### config.mk
export PLATFORM = sky130hd
export DESIGN_NAME = riscv_muldiv_unit_flat
export DESIGN_NICKNAME = d
export VERILOG_FILES = /design/src/rtl/riscv_muldiv_unit_if.sv /design/src/rtl/riscv_muldiv_unit.sv /design/src/flat_wrapper.sv
export SDC_FILE = /design/constraint.sdc
export NUM_CORES = 1
export LEC_CHECK = 0
export CAP_MARGIN = 20
export CORE_MARGIN = 10
export CORE_UTILIZATION = 35
export CTS_CLUSTER_SIZE = 10
export DETAILED_ROUTE_END_ITERATION = 7
export DONT_BUFFER_PORTS = 1
export MAX_ROUTING_LAYER = met4
export PLACE_DENSITY = 0.57
export SLEW_MARGIN = 0
export SYNTH_ARGS = -nofsm -noshare
export SYNTH_HDL_FRONTEND = slang
export SYNTH_SLANG_ARGS = --single-unit
### constraint.sdc
create_clock -name clk -period 2.95 [get_ports clk]
set_input_delay 0.295 -clock clk [delete_from_list [all_inputs] [get_ports clk]]
set_output_delay 0.295 -clock clk [all_outputs]
set_load 0.01 [all_outputs]
### src/rtl/riscv_muldiv_unit_if.sv
`default_nettype none
// ============================================================================
// Module      : riscv_muldiv_unit_if
// Description : Request/response bundle between the execute stage and the
//               iterative multiply/divide unit.
// Revision    : 1.0 - initial release
// ============================================================================
interface riscv_muldiv_unit_if #(
    parameter int XLEN = 32
);
    logic            start;
    logic            flush;
    logic [2:0]      funct3;
    logic [XLEN-1:0] op_a;
    logic [XLEN-1:0] op_b;
    logic            busy;
    logic            done;
    logic [XLEN-1:0] result;

    // Pipeline side: issues operations and watches for completion
    modport master (
        output start, flush, funct3, op_a, op_b,
        input  busy, done, result
    );

    // Execution unit side
    modport slave (
        input  start, flush, funct3, op_a, op_b,
        output busy, done, result
    );
endinterface
`default_nettype wire

### src/rtl/riscv_muldiv_unit.sv
`default_nettype none
// ============================================================================
// Module      : riscv_muldiv_unit
// Description : Iterative RV32M/RV64M multiply/divide unit. Shift-add
//               multiply and restoring divide, one bit per cycle, with
//               sign fix-up, divide-by-zero / overflow fast paths and flush.
// Revision    : 1.0 - initial release
// ============================================================================
module riscv_muldiv_unit #(
    parameter int XLEN = 32
) (
    input  wire logic          clk,
    input  wire logic          rst_n,
    riscv_muldiv_unit_if.slave bus
);
    localparam int CW = $clog2(XLEN) + 1;

    localparam logic [1:0] S_IDLE = 2'd0;
    localparam logic [1:0] S_CALC = 2'd1;
    localparam logic [1:0] S_FIX  = 2'd2;
    localparam logic [1:0] S_DONE = 2'd3;

    logic [1:0]        state;
    logic [1:0]        state_nxt;
    logic [CW-1:0]     cnt;
    logic [2:0]        op;
    logic [XLEN-1:0]   opnd;        // multiplicand or divisor magnitude
    logic [2*XLEN-1:0] acc;         // {hi, lo}: product, or {remainder, dividend/quotient}
    logic              neg_res;     // product / quotient must be negated
    logic              neg_rem;     // remainder must be negated
    logic [XLEN-1:0]   result_q;

    logic              accept;
    logic              signed_a;
    logic              signed_b;
    logic              sign_a;
    logic              sign_b;
    logic [XLEN-1:0]   mag_a;
    logic [XLEN-1:0]   mag_b;
    logic              div_zero;
    logic              div_ovf;
    logic              fast;
    logic [XLEN-1:0]   fast_result;
    logic [XLEN:0]     mul_sum;
    logic [2*XLEN-1:0] mul_next;
    logic [XLEN:0]     div_shift;
    logic [XLEN:0]     div_diff;
    logic [2*XLEN-1:0] div_next;
    logic [2*XLEN-1:0] prod_fix;
    logic [XLEN-1:0]   quo_fix;
    logic [XLEN-1:0]   rem_fix;
    logic [XLEN-1:0]   fix_result;

    // Operand decode: signedness, magnitudes and fast-path detection
    always_comb begin
        accept   = bus.start && (state == S_IDLE || state == S_DONE);
        signed_a = 1'b0;
        signed_b = 1'b0;
        case (bus.funct3)
            3'b000, 3'b001, 3'b100, 3'b110: begin
                signed_a = 1'b1;
                signed_b = 1'b1;
            end
            3'b010: signed_a = 1'b1;
            default: ;
        endcase
        sign_a   = signed_a & bus.op_a[XLEN-1];
        sign_b   = signed_b & bus.op_b[XLEN-1];
        mag_a    = sign_a ? (~bus.op_a + 1'b1) : bus.op_a;
        mag_b    = sign_b ? (~bus.op_b + 1'b1) : bus.op_b;
        div_zero = bus.funct3[2] && (bus.op_b == '0);
        div_ovf  = bus.funct3[2] && !bus.funct3[0]
                   && (bus.op_a == {1'b1, {(XLEN-1){1'b0}}})
                   && (bus.op_b == '1);
        fast     = div_zero || div_ovf;
        if (div_zero)
            fast_result = bus.funct3[1] ? bus.op_a : '1;
        else
            fast_result = bus.funct3[1] ? '0 : bus.op_a;
    end

    // One iteration of shift-add multiply and restoring divide
    always_comb begin
        mul_sum   = {1'b0, acc[2*XLEN-1:XLEN]} + (acc[0] ? {1'b0, opnd} : '0);
        mul_next  = {mul_sum, acc[XLEN-1:1]};
        div_shift = {acc[2*XLEN-1:XLEN], acc[XLEN-1]};
        div_diff  = div_shift - {1'b0, opnd};
        if (!div_diff[XLEN])
            div_next = {div_diff[XLEN-1:0], acc[XLEN-2:0], 1'b1};
        else
            div_next = {div_shift[XLEN-1:0], acc[XLEN-2:0], 1'b0};
    end

    // Sign fix-up and result selection from the raw unsigned result
    always_comb begin
        prod_fix = neg_res ? (~acc + 1'b1) : acc;
        quo_fix  = neg_res ? (~acc[XLEN-1:0] + 1'b1) : acc[XLEN-1:0];
        rem_fix  = neg_rem ? (~acc[2*XLEN-1:XLEN] + 1'b1) : acc[2*XLEN-1:XLEN];
        if (op[2])
            fix_result = op[1] ? rem_fix : quo_fix;
        else if (op[1:0] == 2'b00)
            fix_result = prod_fix[XLEN-1:0];
        else
            fix_result = prod_fix[2*XLEN-1:XLEN];
    end

    // State register
    always_ff @(posedge clk or negedge rst_n) begin
        if (!rst_n)
            state <= S_IDLE;
        else
            state <= state_nxt;
    end

    // Next-state logic; flush overrides everything including a new start
    always_comb begin
        state_nxt = state;
        if (bus.flush) begin
            state_nxt = S_IDLE;
        end else begin
            case (state)
                S_IDLE: if (bus.start) state_nxt = fast ? S_DONE : S_CALC;
                S_CALC: if (cnt == CW'(1)) state_nxt = S_FIX;
                S_FIX:  state_nxt = S_DONE;
                S_DONE: state_nxt = bus.start ? (fast ? S_DONE : S_CALC) : S_IDLE;
                default: state_nxt = S_IDLE;
            endcase
        end
    end

    // Status outputs decoded from state
    always_comb begin
        bus.busy = (state == S_CALC) || (state == S_FIX);
        bus.done = (state == S_DONE);
    end

    assign bus.result = result_q;

    // Datapath: latch operands on accept, iterate in CALC, commit in FIX
    always_ff @(posedge clk or negedge rst_n) begin
        if (!rst_n) begin
            cnt      <= '0;
            op       <= '0;
            opnd     <= '0;
            acc      <= '0;
            neg_res  <= 1'b0;
            neg_rem  <= 1'b0;
            result_q <= '0;
        end else if (!bus.flush) begin
            if (accept) begin
                op      <= bus.funct3;
                neg_res <= sign_a ^ sign_b;
                neg_rem <= sign_a;
                opnd    <= bus.funct3[2] ? mag_b : mag_a;
                acc     <= {{XLEN{1'b0}}, (bus.funct3[2] ? mag_a : mag_b)};
                cnt     <= CW'(XLEN);
                if (fast)
                    result_q <= fast_result;
            end else if (state == S_CALC) begin
                acc <= op[2] ? div_next : mul_next;
                cnt <= cnt - 1'b1;
            end else if (state == S_FIX) begin
                result_q <= fix_result;
            end
        end
    end
endmodule
`default_nettype wire

### src/flat_wrapper.sv
// flat-port wrapper written by rule: the top's interface ports become plain ports
module riscv_muldiv_unit_flat 
#(
    parameter int XLEN = 32
)
  (clk, rst_n, bus_start, bus_flush, bus_funct3, bus_op_a, bus_op_b, bus_busy, bus_done, bus_result);
  riscv_muldiv_unit_if #(.XLEN(XLEN)) bus_i ();
  input  wire logic clk;
  input  wire logic rst_n;
  input wire logic [$bits(bus_i.start)-1:0] bus_start;
  input wire logic [$bits(bus_i.flush)-1:0] bus_flush;
  input wire logic [$bits(bus_i.funct3)-1:0] bus_funct3;
  input wire logic [$bits(bus_i.op_a)-1:0] bus_op_a;
  input wire logic [$bits(bus_i.op_b)-1:0] bus_op_b;
  output wire logic [$bits(bus_i.busy)-1:0] bus_busy;
  output wire logic [$bits(bus_i.done)-1:0] bus_done;
  output wire logic [$bits(bus_i.result)-1:0] bus_result;
  assign bus_i.start = bus_start;
  assign bus_i.flush = bus_flush;
  assign bus_i.funct3 = bus_funct3;
  assign bus_i.op_a = bus_op_a;
  assign bus_i.op_b = bus_op_b;
  assign bus_busy = bus_i.busy;
  assign bus_done = bus_i.done;
  assign bus_result = bus_i.result;
  riscv_muldiv_unit #(.XLEN(XLEN)) u_core (.clk(clk), .rst_n(rst_n), .bus(bus_i));
endmodule
Word level (Yosys, flattened, before mapping)
Cells that the tools add are included.

Register bits after elaboration: 141. Bits in latches: 0. RAM bits: 0. ROM bits: 0. Output and inout port bits: 34. Logic and storage cells: 92. Memories kept: 0.

Add/sub/neg operators: 8. Multiply operators: 0. Divide/modulo/power cells: 0. Order comparisons: 0. Equal/unequal tests: 14. Shift-type cells: 0. Mux-type cells: 32. Bitwise logic cells: 9. Reduce and logical (&&, ||, !) cells: 21.

Operators with widths (count): 2-to-1 mux 32 bit (17); 2-to-1 mux 64 bit (5); adder 32 x 1 -> 32 bit, second input constant (4); NOT 32 bit (4); adder 64 x 1 -> 64 bit, second input constant (1); == test 32 bit, second input constant (2); NOT 64 bit (1); adder 32 x 33 -> 33 bit (1); subtractor 33 x 32 -> 33 bit (1); zero test 32 bit (1); 2-to-1 mux 6 bit (2); 2-to-1 mux 2 bit (5); case mux 2 bit (4 select lines) (1); == test 3 bit, second input constant (2); == test 6 x 1 -> 1 bit, second input constant (1); AND reduction 2 bit (3); subtractor 6 x 1 -> 6 bit, second input constant (1); logical AND 1 bit (5); OR reduction 5 bit (1); == test 2 bit, second input constant (2); zero test 2 bit (2); AND reduction 4 bit (1); nonzero test 2 bit (2); OR reduction 4 bit (1); 14 further kinds (18).

Logic depth before layout (Yosys ltp)
Depth after elaboration: 9. Depth in mapped cells: 15. Depth with buffers taken out: 14.

Worst setup path before layout
Ideal clock, no wire load.

Kind: reg-to-reg. Start point: register u_core.acc[31]. End point: register u_core.acc[38]. Library setup time: 0.134 ns. Arrival time: 3.143 ns. Data required time: 2.816 ns. Path slack: -0.327 ns. Cell stages (with the launch flop): 15. Buffers on the path: 2. Period minus slack after synthesis: 3.277 ns. Path through: dfrtp_1 -> inv_1 -> ha_1 -> fa_1 -> nor2b_1 -> nor3_1 -> o21ai_1 -> a31oi_1 -> a21oi_1 -> a211oi_1 -> xnor2_1 -> buf_2 -> buf_2 -> mux2i_1 -> o21ai_0.

Word-level cells in the longest chain between the ends: 5.

RTL lines: start, declared (RTL line riscv_muldiv_unit.sv:28) `logic [2*XLEN-1:0] acc;`; start signal, assigned (RTL line riscv_muldiv_unit.sv:155) `acc <= {{XLEN{1'b0}}, (bus.funct3[2] ? mag_a : mag_b)};`; start signal, assigned (RTL line riscv_muldiv_unit.sv:160) `acc <= op[2] ? div_next : mul_next;`; subtractor 33 x 32 -> 33 bit (RTL line riscv_muldiv_unit.sv:87) `div_diff = div_shift - {1'b0, opnd};`; 2-to-1 mux 64 bit (RTL line riscv_muldiv_unit.sv:88) `if (!div_diff[XLEN])`; 2-to-1 mux 64 bit (RTL line riscv_muldiv_unit.sv:160); 2-to-1 mux 64 bit (RTL line riscv_muldiv_unit.sv:159) `end else if (state == S_CALC) begin`; 2-to-1 mux 64 bit (RTL line riscv_muldiv_unit.sv:150) `if (accept) begin`.

Every way passes these cells. The select of a mux whose other input is x is not followed. A chain may end at the register's enable or synchronous reset.

Final worst setup path
Start point: register u_core.acc[0]. End point: register u_core.acc[61].

Word-level cells in the longest chain between the ends: 5.

RTL lines: 2-to-1 mux 32 bit (RTL line riscv_muldiv_unit.sv:84) `mul_sum = {1'b0, acc[2*XLEN-1:XLEN]} + (acc[0] ? {1'b0, opnd} : '0);`; adder 32 x 33 -> 33 bit (RTL line riscv_muldiv_unit.sv:84); 2-to-1 mux 64 bit (RTL line riscv_muldiv_unit.sv:160); 2-to-1 mux 64 bit (RTL line riscv_muldiv_unit.sv:159); 2-to-1 mux 64 bit (RTL line riscv_muldiv_unit.sv:150).

Every way passes these cells. The select of a mux whose other input is x is not followed.

==> results.json <==
{
  "use_met1": 0.331,
  "cts_num_sinks": 141,
  "async_reset_ff_frac": 1.00,
  "multi_input_area_sq_um": 11700,
  "vias": 16700,
  "critPathCaptureType": "register",
  "synthFlopType": "dfrtp_1",
  "period_share": 1.06,
  "synth_fp_nets": 2164,
  "drt_wl_total_mm": 66.6,
  "violations": "hold timing, setup timing",
  "gr-max-usage-layer": "met2",
  "synth_edf_count": 0,
  "seq_area_sq_um": 3540,
  "place_ws_ps": -456,
  "clock_latency_ps": 470,
  "grt_pass1_vias": 15700,
  "grt_pass1_wl_mm": 97.8,
  "postRouteAntennaNets": 0,
  "synth_top_area_frac": 0.235,
  "hold_viol": 141,
  "crit_required_ps": 3300,
  "hold_buffers": 2,
  "port_buffers": 0,
  "vdd_ir_drop_max_mv": 0.636,
  "initial_core_util": 0.356,
  "syn_area_per_cell_sq_um": 7.45,
  "clockBufferDepth": 2,
  "drive_gt1_frac": 0.276,
  "use_met2": 0.383,
  "final_cell_count_no_fill": 2820,
  "timing.final.crit_period_ps": 3130,
  "place_hpwl_mm": 51.3,
  "cts_inserted_buffers": 17,
  "hold_path_class": "in -> async",
  "hold_slack_ps": -477,
  "ys_ff_latch": 141,
  "total_power_mw": 27.5,
  "place.gp.congestion": 0.962,
  "synth_area_leaders": "dfrtp_1 (24%), a21oi_1 (6.9%), ha_1 (6.3%), o21ai_0 (5.9%), xnor2_1 (5.5%)",
  "yosys.area.top_type": "dfrtp_1",
  "grt-ovfl-total": 0,
  "die_area_sq_um": 51600,
  "fin_nets": 2412,
  "run_status": "complete, but fails checks",
  "syn_to_final_growth_pct": 31.7,
  "viasPerCell": 5.91,
  "worstPathMaxFanout": 4,
  "pin_count": 105,
  "placed_cells": 2742,
  "antenna_found_initial": 6,
  "tns_ps": -779,
  "finalMaxSlewViolations": 0,
  "rsz0062_at_grt": "yes",
  "final_common_cell": "buf_4",
  "syn_area_sq_um": 15000,
  "grt_max_degree": 142,
  "synth_warnings": 0,
  "worstMarginPinSlew_ps": 911,
  "critPathKind": "reg -> reg",
  "final_cell_mix": "buf_4 (343), nand2_1 (203), nor2_1 (201), a21oi_1 (179), o21ai_0 (142)",
  "met3_usage": 0.0800,
  "final_util": 0.469,
  "post-route-drc-count": 0,
  "cts.htree.levels": 4,
  "syn_inst": 2016,
  "coreArea_sq_um": 42100,
  "arrival_ps": 3480,
  "max_cap_viol_count": 0,
  "die_w_um": 227,
  "core.rowCount": 75,
  "relSlewSlack": 0.393,
  "root_buffer": "clkbuf_16",
  "worst_setup_path_start_kind": "register",
  "pwr_density_cell_nw_per_um2": 1390,
  "track_usage": 0.258,
  "dr.pass1.iters": 6,
  "leakagePower_nw": 8.58,
  "ys_types": 89,
  "yosysSeqAreaShare": 0.235,
  "setup_viol": 8,
  "fin_ws_ps": -177,
  "fin_worst_skew_ps": 15.8,
  "max_freq_mhz": 320,
  "drt_iter0_drc": 1786,
  "n_fill_cell": 4153,
  "die_y_um": 227,
  "clkTransAtPathRegs_ps": 70,
  "wl_per_cell_um": 23.6,
  "cts_tree": "built"
}
registers in the layout, indices dropped and copies added (netlist names):
register / cells
u_core.neg_rem: 1
u_core.bus.result: 32
u_core.acc: 64
u_core.opnd: 32
u_core.neg_res: 1
u_core.op: 3
u_core.cnt: 6
u_core.state: 2
final cells by class:
| class | instances | share of cell area |
|---|---|---|
| Multi-Input combinational cell | 1666 | 0.593 |
| Sequential cell | 141 | 0.179 |
| Timing Repair Buffer | 368 | 0.149 |
| Tap cell | 539 | 0.0341 |
| Clock buffer | 19 | 0.0224 |
| Inverter | 70 | 0.0133 |
| Clock inverter | 13 | 0.00949 |
| Antenna cell | 4 | 0.000506 |
worst max-delay path, stage by stage (launching register included):
cell and delay [ps]:
dfrtp_1 410, and2_4 180, ha_4 130, inv_2 40
fa_2 340, nand2b_4 160, a211oi_4 250, o21bai_2 120
a211oi_2 270, o21ai_2 150, a211oi_2 290, o21ai_1 120
a211o_1 300, mux2i_1 160, o211ai_1 100
stage by stage:
stage               hold WS, ps  instance area [sq um]
floorplan                -0.591                  15100
global route               -487                  19800
global placement           9.42                  17700
detailed placement         9.49                  17700
finish                     -477                  19800
CTS                        -487                  19000
cell families after synthesis:
kind of cell / share of synthesized area
muxes: 0.0416
xor gates and xnor gates: 0.109
buffers and inverters: 0.0579
DFF: 0.235
and+or+nand+nor: 0.211
AOI/OAI and AO/OA: 0.279
adders and majority gates: 0.0672
worst paths after layout:
path                            slack (ps)                        start                          end  cells after the start
worst max-delay path                  -180    u_core.acc[0]$_DFFE_PN0P_   u_core.acc[61]$_DFFE_PN0P_                     14
worst min-delay path                  -480                        rst_n   u_core.acc[40]$_DFFE_PN0P_                      0
worst max register to register        -180    u_core.acc[0]$_DFFE_PN0P_   u_core.acc[61]$_DFFE_PN0P_                     14
worst min register to register         480  u_core.opnd[30]$_DFFE_PN0P_  u_core.opnd[30]$_DFFE_PN0P_                      1
max in group asynchronous             3130                        rst_n     u_core.op[2]$_DFFE_PN0P_                      0
min in group clk                        70                bus_funct3[2]   u_core.acc[25]$_DFFE_PN0P_                      3
synth_stat cells, types with 18 or more instances:
cell,instances
a21oi_1,206
nand4_1,18
nand2_1,213
o21ai_1,26
a211oi_1,25
inv_1,70
mux2i_1,59
a31oi_1,21
xor2_1,92
o31ai_1,29
nand3_1,37
a22oi_1,24
nor4_1,23
nand2b_1,23
xnor2_1,94
ha_1,75
o21ai_0,176
dfrtp_1,141
o211ai_1,22
nor3_1,34
a21o_1,37
nor2_1,212
clkbuf_1,113
power breakdown:
group	internal, mW	total, mW	switching, mW
clock	1.44	2.45	1.01
combinational	9.36	21.3	11.9
sequential	2.81	3.83	1.02
routing by layer:
metal,wire (um),part of all wire
met1,28400,0.43
met5,0,0
met3,6960,0.10
met4,1680,0.025
met2,29500,0.44
repair_timing:
item	in CTS	in global routing
gates cloned	2	0
endpoints found under the hold margin	144	141
pin swaps	46	83
endpoints found under the setup margin	53	59
gates resized for setup	130	146
setup buffers	14	29
Note: power is estimated with default switching activity, not from simulation.
